==> config.mk <==
export PLATFORM = sky130hd
export DESIGN_NAME = stage_mem
export DESIGN_NICKNAME = d
export VERILOG_FILES = /design/src/rtl/stage_mem.sv
export SDC_FILE = /design/constraint.sdc
export NUM_CORES = 1
export LEC_CHECK = 0
export CAP_MARGIN = 5
export CORE_MARGIN = 4
export CORE_UTILIZATION = 55
export DETAILED_ROUTE_END_ITERATION = 10
export HOLD_SLACK_MARGIN = 0.05
export PLACE_DENSITY_LB_ADDON = 0.05
export SKIP_LAST_GASP = 1
export SYNTH_ARGS = -nofsm -noshare
export SYNTH_HDL_FRONTEND = slang
export SYNTH_SLANG_ARGS = --single-unit
export TNS_END_PERCENT = 30
==> constraint.sdc <==
create_clock -name clk -period 10.39 [get_ports clk]
set_clock_uncertainty 0.2 [all_clocks]
set_input_delay 2.5975 -clock clk [delete_from_list [all_inputs] [get_ports clk]]
set_output_delay 2.5975 -clock clk [all_outputs]
set_load 0.005 [all_outputs]
==> src/rtl/stage_mem.sv <==
// Memory-access stage: byte-serial loads/stores on an 8-bit memory port,
// load-data extension, upstream stall and write-back register.
module stage_mem #(
  parameter int unsigned ADDR_W = 32
) (
  input  logic              clk,
  input  logic              rst_n,
  input  logic              rdy,
  input  logic [6:0]        opcode_i,
  input  logic [2:0]        func3_i,
  input  logic [31:0]       mem_addr_i,
  input  logic [4:0]        wd_i,
  input  logic              wreg_i,
  input  logic [31:0]       wdata_i,
  output logic              mem_req_o,
  output logic              mem_we_o,
  output logic [ADDR_W-1:0] mem_addr_o,
  output logic [7:0]        mem_wdata_o,
  input  logic              mem_gnt_i,
  input  logic [7:0]        mem_rdata_i,
  output logic              stall_req_o,
  output logic [4:0]        wd_o,
  output logic              wreg_o,
  output logic [31:0]       wdata_o
);

  localparam logic [6:0] L_OP = 7'b0000011;
  localparam logic [6:0] S_OP = 7'b0100011;

  typedef enum logic [1:0] {IDLE, ACCESS, LAST, DONE} state_t;

  state_t            state_q, state_d;
  logic [ADDR_W-1:0] base_q, base_d;
  logic [31:0]       sdata_q, sdata_d;
  logic [31:0]       ldata_q, ldata_d;
  logic [2:0]        func3_q, func3_d;
  logic [2:0]        cnt_q, cnt_d;
  logic [2:0]        idx_q, idx_d;
  logic [4:0]        wd_q, wd_d;
  logic              wreg_q, wreg_d;
  logic              store_q, store_d;
  logic              gnt_dly_q, gnt_dly_d;
  logic [4:0]        wb_wd_q, wb_wd_d;
  logic              wb_wreg_q, wb_wreg_d;
  logic [31:0]       wb_wdata_q, wb_wdata_d;

  logic              is_mem;
  logic              gnt;
  logic              last_byte;
  logic [1:0]        lane;
  logic [31:0]       ld_word;

  function automatic logic [31:0] extend(input logic [2:0] f3, input logic [31:0] w);
    case (f3)
      3'b000:  return {{24{w[7]}}, w[7:0]};
      3'b001:  return {{16{w[15]}}, w[15:0]};
      3'b100:  return {24'h0, w[7:0]};
      3'b101:  return {16'h0, w[15:0]};
      default: return w;
    endcase
  endfunction

  assign is_mem      = (opcode_i == L_OP) || (opcode_i == S_OP);
  assign mem_req_o   = (state_q == ACCESS) && rdy;
  assign mem_we_o    = (state_q == ACCESS) && store_q;
  assign mem_addr_o  = base_q + ADDR_W'(idx_q);
  assign mem_wdata_o = sdata_q[{idx_q[1:0], 3'b000} +: 8];
  assign stall_req_o = ((state_q == IDLE) && is_mem) || (state_q == ACCESS) || (state_q == LAST);
  assign wd_o        = wb_wd_q;
  assign wreg_o      = wb_wreg_q;
  assign wdata_o     = wb_wdata_q;

  assign gnt       = mem_req_o && mem_gnt_i;
  assign last_byte = (idx_q == (cnt_q - 3'd1));
  assign lane      = 2'(idx_q - 3'd1);

  // Read byte arrives one cycle after its grant, when idx already points past it.
  always_comb begin
    ld_word = ldata_q;
    if (gnt_dly_q) ld_word[{lane, 3'b000} +: 8] = mem_rdata_i;
  end

  always_comb begin
    state_d    = state_q;
    base_d     = base_q;
    sdata_d    = sdata_q;
    ldata_d    = ldata_q;
    func3_d    = func3_q;
    cnt_d      = cnt_q;
    idx_d      = idx_q;
    wd_d       = wd_q;
    wreg_d     = wreg_q;
    store_d    = store_q;
    gnt_dly_d  = gnt_dly_q;
    wb_wd_d    = wb_wd_q;
    wb_wreg_d  = wb_wreg_q;
    wb_wdata_d = wb_wdata_q;
    if (rdy) begin
      gnt_dly_d = gnt && !store_q;
      ldata_d   = ld_word;
      case (state_q)
        IDLE: begin
          if (is_mem) begin
            base_d     = mem_addr_i[ADDR_W-1:0];
            sdata_d    = wdata_i;
            func3_d    = func3_i;
            wd_d       = wd_i;
            wreg_d     = wreg_i;
            store_d    = (opcode_i == S_OP);
            idx_d      = '0;
            case (func3_i[1:0])
              2'b00:   cnt_d = 3'd1;
              2'b01:   cnt_d = 3'd2;
              default: cnt_d = 3'd4;
            endcase
            wb_wd_d    = '0;
            wb_wreg_d  = 1'b0;
            wb_wdata_d = '0;
            state_d    = ACCESS;
          end else begin
            wb_wd_d    = wd_i;
            wb_wreg_d  = wreg_i;
            wb_wdata_d = wdata_i;
          end
        end
        ACCESS: begin
          if (gnt) begin
            idx_d = idx_q + 3'd1;
            if (last_byte) begin
              if (store_q) begin
                wb_wd_d    = wd_q;
                wb_wreg_d  = 1'b0;
                wb_wdata_d = '0;
                state_d    = DONE;
              end else begin
                state_d = LAST;
              end
            end
          end
        end
        LAST: begin
          wb_wd_d    = wd_q;
          wb_wreg_d  = wreg_q;
          wb_wdata_d = extend(func3_q, ld_word);
          state_d    = DONE;
        end
        DONE: begin
          wb_wd_d    = '0;
          wb_wreg_d  = 1'b0;
          wb_wdata_d = '0;
          state_d    = IDLE;
        end
        default: state_d = IDLE;
      endcase
    end
  end

  always_ff @(posedge clk or negedge rst_n) begin
    if (!rst_n) begin
      state_q    <= IDLE;
      base_q     <= '0;
      sdata_q    <= '0;
      ldata_q    <= '0;
      func3_q    <= '0;
      cnt_q      <= '0;
      idx_q      <= '0;
      wd_q       <= '0;
      wreg_q     <= 1'b0;
      store_q    <= 1'b0;
      gnt_dly_q  <= 1'b0;
      wb_wd_q    <= '0;
      wb_wreg_q  <= 1'b0;
      wb_wdata_q <= '0;
    end else begin
      state_q    <= state_d;
      base_q     <= base_d;
      sdata_q    <= sdata_d;
      ldata_q    <= ldata_d;
      func3_q    <= func3_d;
      cnt_q      <= cnt_d;
      idx_q      <= idx_d;
      wd_q       <= wd_d;
      wreg_q     <= wreg_d;
      store_q    <= store_d;
      gnt_dly_q  <= gnt_dly_d;
      wb_wd_q    <= wb_wd_d;
      wb_wreg_q  <= wb_wreg_d;
      wb_wdata_q <= wb_wdata_d;
    end
  end

endmodule

Yosys cells after proc, flatten, opt, wreduce, memory -nomap -nowiden

Cells that the tools add are included.

Equality and inequality tests: 14
$add $sub $neg: 5
Reduce and logical (&&, ||, !) cells: 17
Muxes and demuxes: 27
Shifts and indexed selects: 3

Operators by type and width:

| operator                                                               | count |
|---|---|
| 32-bit case mux with 4 select lines                                    | 2 |
| 32-bit 2-to-1 mux                                                      | 5 |
| 32-bit by 3-bit adder with 32-bit output                               | 1 |
| 32-bit bitwise mux                                                     | 1 |
| 8-bit by 7-bit variable shift with 32-bit output, first input constant | 1 |
| 32-bit by 6-bit indexed part select with 8-bit output                  | 1 |
| 8-bit by 7-bit indexed part select with 32-bit output                  | 1 |
| 5-bit 2-to-1 mux                                                       | 4 |
| 5-bit case mux with 4 select lines                                     | 1 |
| 3-bit case mux with 2 select lines                                     | 2 |
| 4-bit AND reduction                                                    | 3 |
| 2-bit inequality test, second input constant                           | 4 |
| 2-bit case mux with 4 select lines                                     | 1 |
| 7-bit by 2-bit equality test with 1-bit output, second input constant  | 1 |
| 7-bit by 6-bit equality test with 1-bit output, second input constant  | 1 |
| 5-bit negation with 7-bit output                                       | 1 |
| 3-bit equality test, second input constant                             | 2 |
| 2-bit 2-to-1 mux                                                       | 3 |
| 3-bit 2-to-1 mux                                                       | 2 |
| 1-bit logical AND                                                      | 5 |
| 1-bit 2-to-1 mux                                                       | 5 |
| 2-bit by 1-bit equality test with 1-bit output, second input constant  | 2 |
| 2-bit equality test, second input constant                             | 2 |
| 2-bit logical NOT                                                      | 2 |
| 11 further kinds                                                       | 13 |

Bits of input ports: 92
Logic and storage cells: 80
Bits in registers: 153

Depth between registers and ports, before layout

Gate-level depths: netlist (run 1).

Word-level depth: 7
Depth in mapped cells: 10
Gate-level depth less buffers: 8

Worst setup path after synthesis (run 1)

OpenSTA, ideal clock, no wires.

Kind: input -> output
Start point: input port opcode_i[3]
End point: output port stall_req_o
Data required time: 7593 ps
Arrival time: 3236 ps
Slack: 4357 ps
Stages: 4
Cell sequence: nor4_1 and3_1 buf_2 a211o_1

Longest elaborated chain between the ends: 5

Ends and longest elaborated chain:

| what                                                                                                             | line | text |
|---|---|---|
| start: declaration                                                                                               | 9    | `input logic [6:0] opcode_i,` |
| 7-bit by 2-bit equality test with 1-bit output or 7-bit by 6-bit equality test with 1-bit output (tied branches) | 63   | `assign is_mem = (opcode_i == L_OP) \|\| (opcode_i == S_OP);` |
| 1-bit logical OR *                                                                                               | 63   |  |
| 1-bit logical AND *                                                                                              | 68   | `assign stall_req_o = ((state_q == IDLE) && is_mem) \|\| (state_q == ACCESS) \|\| (state_q == LAST);` |
| 1-bit logical OR * (2 in a row)                                                                                  | 68   |  |
| end: declaration                                                                                                 | 21   | `output logic stall_req_o,` |

Every way passes the cells marked *; elsewhere a longest branch is shown, timed or not.

Worst setup path after layout (run 1)

Start point: input port rdy
End point: output port mem_req_o

Longest elaborated chain between the ends: 1

Ends and longest elaborated chain:

| what               | line | text |
|---|---|---|
| start: declaration | 8    | `input logic rdy,` |
| 1-bit logical AND  | 64   | `assign mem_req_o = (state_q == ACCESS) && rdy;` |
| end: declaration   | 15   | `output logic mem_req_o,` |

Every way passes these cells.

==> impl_metrics.csv, run 1 <==
group,metric,value,unit
synthesis,ys.flop_type,"dfrtp_1",
global_route,grt_pass1_vias,6412,
sta,tns,0,ns
synthesis,synth_area_leader_cell,"dfrtp_1",
worst_setup_path,crit_top_cell,"clkdlybuf4s50_1",
worst_setup_path,critical_path_class,"primary input to primary output",
sta,final_hold_viol_count,0,
sta,fin_ws,3.121,ns
routing,avgViaCountPerCell,5.968,
synthesis,synth_nets,787,
worst_setup_path,path_cells,"clkdlybuf4s50_1, and2_1, clkdlybuf4s50_1",
synthesis,synth_area_leaders,"dfrtp_1, mux2_2, a21oi_1, nand2_1, nor2_1",
power,p_per_area,243.2,nW/um2
worst_setup_path,crit_arrival,4.47,ns
routing,drtIter0Drc,436,
synthesis,synth_top_cell_area_share,0.5066,
placed_design,placed_area,9384,um2
clock_network,cts.sinks,153,
routing,first_pass_iters,5,
cells_and_area,fin_area,10040,um2
placed_design,placed_cells,996,
global_route,grt_pass1_wl,33040,um
worst_setup_path,path_delay_family,"buffers and inverters",
synthesis,yosysUniqueCellTypes,49,
worst_setup_path,crit_slowest_cell,"clkdlybuf4s50_1",
cells_and_area,final_common_cell,"clkdlybuf4s50_1",
clock_network,htree_levels,4,
synthesis,synth-seq-cells,153,
routing,drtAntennaViolNets,0,
sta,tightest_slew,1.127,ns
floorplanning,rows,42,
sta,fmax,137.6,MHz
placed_design,place_congestion,0.8400,
routing,drt_wl_total,20250,um
clock_network,post_cts_buffers,0,
cells_and_area,syn2layout_area_growth,32.81,%
synthesis,syn_inst,681,
routing,drc,0,
clock_network,cts_resized,0,
sta,final-setup-viol-count,0,
routing,vias,6135,
sta,relSlewSlack,0.2485,
placed_design,portBuffers,172,
cells_and_area,fin_cells,1028,
clock_network,clkTransAtPathRegs,0.06,ns
sta,grt_setup_unrepaired,"false",
worst_setup_path,path_max_fanout,28,
job,drv_cap,0,
global_route,antenna_found_initial,0,
placed_design,dp_hpwl,14410,um
clock_network,clk_path_buf_depth,2,
floorplanning,core_area,13350,um2
floorplanning,die_w,125.2,um
synthesis,synth_edf_count,0,
sta,fin_crit,7.269,ns
synthesis,yosysWarnings,0,
synthesis,postSynth.asyncResetShare,1.000,
floorplanning,initial_core_util,0.5662,
worst_setup_path,startpoint_type,"primary input",
power,leakagePower,4.440,nW
clock_network,hold_buffers,0,
floorplanning,boundaryPins,173,
cells_and_area,diodes,0,
global_route,grt-ovfl-total,0,
synthesis,synth_area_per_cell,11.10,um2
clock_network,worstSkewPairLatency,0.42,ns
synthesis,syn-cell-area,7557,um2
floorplanning,die_area,15680,um2
cells_and_area,drive_above_1_share,0.1526,
cells_and_area,final_cell_mix,"clkdlybuf4s50_1, dfrtp_1, mux2_2",
sta,timing.final.crit_share,0.6996,
clock_network,cts_buffers,17,
hold_path,hold_class,"flip-flop to flip-flop",
synthesis,ys_seq_area_frac,0.5066,
global_route,track_usage,0.2652,
worst_setup_path,end_kind,"primary output",
worst_setup_path,required,7.59,ns
clock_network,cts_root_buf,"clkbuf_16",
worst_setup_path,critPathMaxStageDelay,1.14,ns
run_status,status,"finished, final reports clean",
routing,wl_per_cell,19.70,um
placed_design,pre_cts_ws,3.127,ns
power,ir_worst_vdd,0.1313,mV
floorplanning,die_h,125.2,um
cells_and_area,final_nets,946,
sta,finalMaxSlewViolations,0,
global_route,grt_max_degree,97,
clock_network,cts_tree,"yes",
worst_setup_path,cp.buffers_inverters,2,
registers in the layout (all words and copies together), names as in the netlist:
register,count
sdata_q,32
cnt_q,3
wreg_q,1
wd_o,5
func3_q,3
base_q,32
store_q,1
wreg_o,1
wdata_o,32
gnt_dly_q,1
wd_q,5
ldata_q,32
idx_q,3
state_q,2
final timing paths:
path                                        start                       to  slack [ns]  depth (start not counted)
setup / recovery                              rdy                mem_req_o        3.12                          3
hold / removal             wdata_o[6]$_DFFE_PN0P_   wdata_o[6]$_DFFE_PN0P_        0.29                          2
setup reg to reg             idx_q[0]$_DFFE_PN0P_  wdata_o[16]$_DFFE_PN0P_        6.87                          7
hold reg to reg            wdata_o[6]$_DFFE_PN0P_   wdata_o[6]$_DFFE_PN0P_        0.29                          2
max in group asynchronous                   rst_n       wreg_o$_DFFE_PN0P_        6.66                          2
min in group asynchronous                   rst_n  ldata_q[30]$_DFFE_PN0P_        2.07                          1
synthesized netlist by cell type (2+ instances only):
master	number
o31ai_1	3
nand2_1	67
a2bb2oi_1	7
buf_1	8
nand4_1	6
nor4_1	4
and4_1	6
buf_6	2
nand3_1	11
a311o_1	17
buf_2	6
nor2b_1	4
a221oi_1	13
a22oi_1	7
a21oi_1	62
mux4_2	8
a22o_1	23
and2_1	5
nor3b_1	2
inv_1	14
dfrtp_1	153
nand2b_1	4
ha_1	13
nor2_1	63
xor2_1	11
xnor2_1	21
and3_1	10
o21ai_0	13
o211ai_1	2
clkbuf_1	20
a21o_1	2
mux2_2	77
logic make-up (layout without fill, tap and decap cells):
group | count (synthesis) | in the layout | share of synthesized area
AND/OR/NAND/NOR | 189 | 189 | 0.1175
buffers and inverters | 51 | 222 | 0.02881
multiplexers | 86 | 86 | 0.1399
AO/OA/AOI/OAI | 155 | 155 | 0.1427
adder cells (fa/ha/maj) | 14 | 14 | 0.02417
XOR/XNOR | 33 | 33 | 0.04023
flip-flops | 153 | 153 | 0.5066
power by group:
group,internal (W),total [W],switching [W]
sequential,0.000757,0.000892,0.000135
combinational,0.000464,0.000874,0.000410
clock,0.000427,0.000674,0.000248
total,0.00165,0.00244,0.000793
cell type report:
cell class                 instances  area (um2)
clock buffer                      17       425.4
clock inverter                    14       222.7
fill                             937        3311
inverter                          14       52.55
multi-input combinational        477        3530
sequential                       153        3829
tap                              176       220.2
timing repair buffer             177        1758
routing by layer:
layer  vias to the layer above  routed length (um)  global-route usage
met5                         -                   0                   0
met4                         0                 698              0.1154
met3                        40                1257             0.06994
met2                       239               10250              0.4448
met1                      3077                8046              0.3251
li1                       2779                   -                   -
worst min-delay path, delay by kind of cell (launching register included):
family | cells | cell delay [ns]
AO/OA/AOI/OAI | 1 | 0.06
AND/OR/NAND/NOR | 1 | 0.05
flip-flops | 1 | 0.34
per-stage QoR:
| step | total power [W] | hold WS [ns] | utilization |
|---|---|---|---|
| after global placement | 0.001740 | 0.2639 | 0.7030 |
| after floorplan | 0.001338 | 0.2498 | - |
| final | 0.002441 | 0.2897 | 0.7520 |
| after CTS | 0.002459 | 0.2949 | 0.7516 |
| after global routing | 0.002582 | 0.3109 | 0.7520 |
| after detailed placement | 0.001773 | 0.2813 | 0.7030 |
Power figures use the tool's default switching activity.
==> run 2, diff against run 1 <==
CORE_UTILIZATION = 46   (was 55)
clock period = 6.6 ns   (was 10.39 ns; I/O delays follow)
==> impl_metrics.csv, run 2 (synthesis gave the netlist of run 1 again) <==
group,metric,value,unit
routing,avgViaCountPerCell,5.680,
sta,timing.final.crit_share,0.8757,
routing,drc,0,
power,ir_worst_vdd,0.2182,mV
clock_network,hold_buffers,0,
routing,wl_per_cell,19.62,um
global_route,track_usage,0.2338,
global_route,grt_pass1_wl,33550,um
worst_setup_path,crit_path_start,"idx_q[1]$_DFFE_PN0P_",
sta,fin_crit,5.780,ns
routing,drtIter0Drc,324,
placed_design,dp_hpwl,14830,um
power,clockPowerShare,0.268,
power,leakagePower,4.429,nW
sta,finalMaxSlewViolations,0,
floorplanning,die_area,18540,um2
clock_network,post_cts_buffers,0,
sta,fmax,173.0,MHz
power,pwr-share-comb,0.368,
power,p_seq_frac,0.364,
floorplanning,initial_core_util,0.4723,
global_route,antenna_found_initial,1,
worst_setup_path,crit_arrival,3.93,ns
power,p_sw,0.001267,W
routing,drt_wl_total,21030,um
sta,relSlewSlack,0.2316,
power,p_int,0.002543,W
job,drv_cap,0,
cells_and_area,syn2layout_area_growth,33.38,%
clock_network,cts.sinks,153,
hold_path,min_from,"wdata_o[2]$_DFFE_PN0P_",
routing,vias,6089,
sta,tns,0,ns
sta,tightest_slew,1.153,ns
cells_and_area,final_cell_mix,"clkdlybuf4s50_1, dfrtp_1, mux2_2",
power,p_per_area,378.0,nW/um2
global_route,grt-ovfl-total,0,
clock_network,htree_levels,4,
cells_and_area,fillers,1336,
power,p_total,0.003810,W
worst_setup_path,path_max_fanout,15,
hold_path,hold_class,"flip-flop to flip-flop",
global_route,grt_max_degree,93,
floorplanning,die_w,136.2,um
run_status,status,"finished, final reports clean",
worst_setup_path,critical_path_class,"flip-flop to primary output",
power,switching_share,0.3325,
cells_and_area,final_common_cell,"clkdlybuf4s50_1",
placed_design,portBuffers,172,
sta,grt_setup_unrepaired,"false",
floorplanning,rows,46,
sta,final-setup-viol-count,0,
global_route,grt_pass1_vias,6388,
clock_network,cts_resized,0,
worst_setup_path,startpoint_type,"flip-flop",
routing,drtAntennaViolNets,0,
clock_network,clk_path_buf_depth,2,
sta,final_hold_viol_count,0,
clock_network,clkTransAtPathRegs,0.06,ns
floorplanning,die_h,136.2,um
cells_and_area,final_nets,948,
floorplanning,core_area,16000,um2
clock_network,cts_tree,"yes",
worst_setup_path,end_kind,"primary output",
clock_network,cts_buffers,17,
placed_design,place_congestion,0.8513,
cells_and_area,drive_above_1_share,0.1556,
floorplanning,boundaryPins,173,
clock_network,cts_root_buf,"clkbuf_16",
worst_setup_path,required,4.75,ns
clock_network,worstSkewPairLatency,0.42,ns
worst_setup_path,reg2reg_from,"idx_q[1]$_DFFE_PN0P_",
routing,first_pass_iters,4,
run 2: cell types whose count changed in the layout (fill, tap and decap cells not counted), sizes merged:
cell,change
buf,+3
diode,+1
clkbuf,+1
clkinvlp,+3
clkinv,-2
bufinv,-2
run 2: metrics by stage:
step	area [um2]	hold slack [ns]	utilization	setup slack [ns]	cells
floorplan	7557	0.2498	-	2.373	681
global placement	9457	0.2652	0.5910	1.304	1039
detailed placement	9457	0.2740	0.5910	1.245	1039
CTS	10080	0.2898	0.6298	0.7811	1071
global route	10080	0.3185	0.6298	0.5344	1071
finish	10080	0.2907	0.6300	0.8205	1072
run 2: power by group through the flow:
stage          clock (W)  combinational (W)  sequential (W)
2_1_floorplan          0           0.000758         0.00135
6_report         0.00102            0.00140         0.00139
4_1_cts          0.00103            0.00142         0.00139
5_1_grt          0.00108            0.00153         0.00142
3_3_place_gp           0            0.00138         0.00139
3_5_place_dp           0            0.00141         0.00140
run 2: metal layers:
| layer | vias up | track usage | wire (um) |
|---|---|---|---|
| met5 | - | 0 | 8 |
| met4 | 2 | 0.1109 | 781 |
| met3 | 42 | 0.05218 | 1189 |
| met2 | 204 | 0.3830 | 10380 |
| met1 | 3043 | 0.2946 | 8665 |
| li1 | 2798 | - | - |
run 2: critical path: stages, from the launching register on:
cell,delay (ns)
dfrtp_1,0.83
inv_1,0.22
fa_1,0.46
nand2b_1,0.17
a21oi_1,0.51
nand4_1,0.39
nor2_1,0.23
xor2_1,0.16
clkdlybuf4s50_1,0.54
run 2: cell type report:
cell class / count / area (um2) / share of cell area
diodes: 1 / 2.502 / 0.0002483
clock buffers: 19 / 452.9 / 0.04494
clock inverters: 13 / 167.7 / 0.01663
inverters: 14 / 52.55 / 0.005213
multi-input cells: 477 / 3530 / 0.3502
flip-flops and latches: 153 / 3829 / 0.3798
well taps: 216 / 270.3 / 0.02681
repair buffers: 179 / 1775 / 0.1761
run 2: final timing paths:
check	end	slack [ns]	cells after the start
worst max-delay path	mem_addr_o[28]	0.82	8
max in group asynchronous	wdata_o[30]$_DFFE_PN0P_	3.70	2
worst min register to register	wdata_o[2]$_DFFE_PN0P_	0.29	2
worst max register to register	wdata_o[16]$_DFFE_PN0P_	3.23	7
worst min-delay path	wdata_o[2]$_DFFE_PN0P_	0.29	2
min in group asynchronous	ldata_q[28]$_DFFE_PN0P_	1.09	1
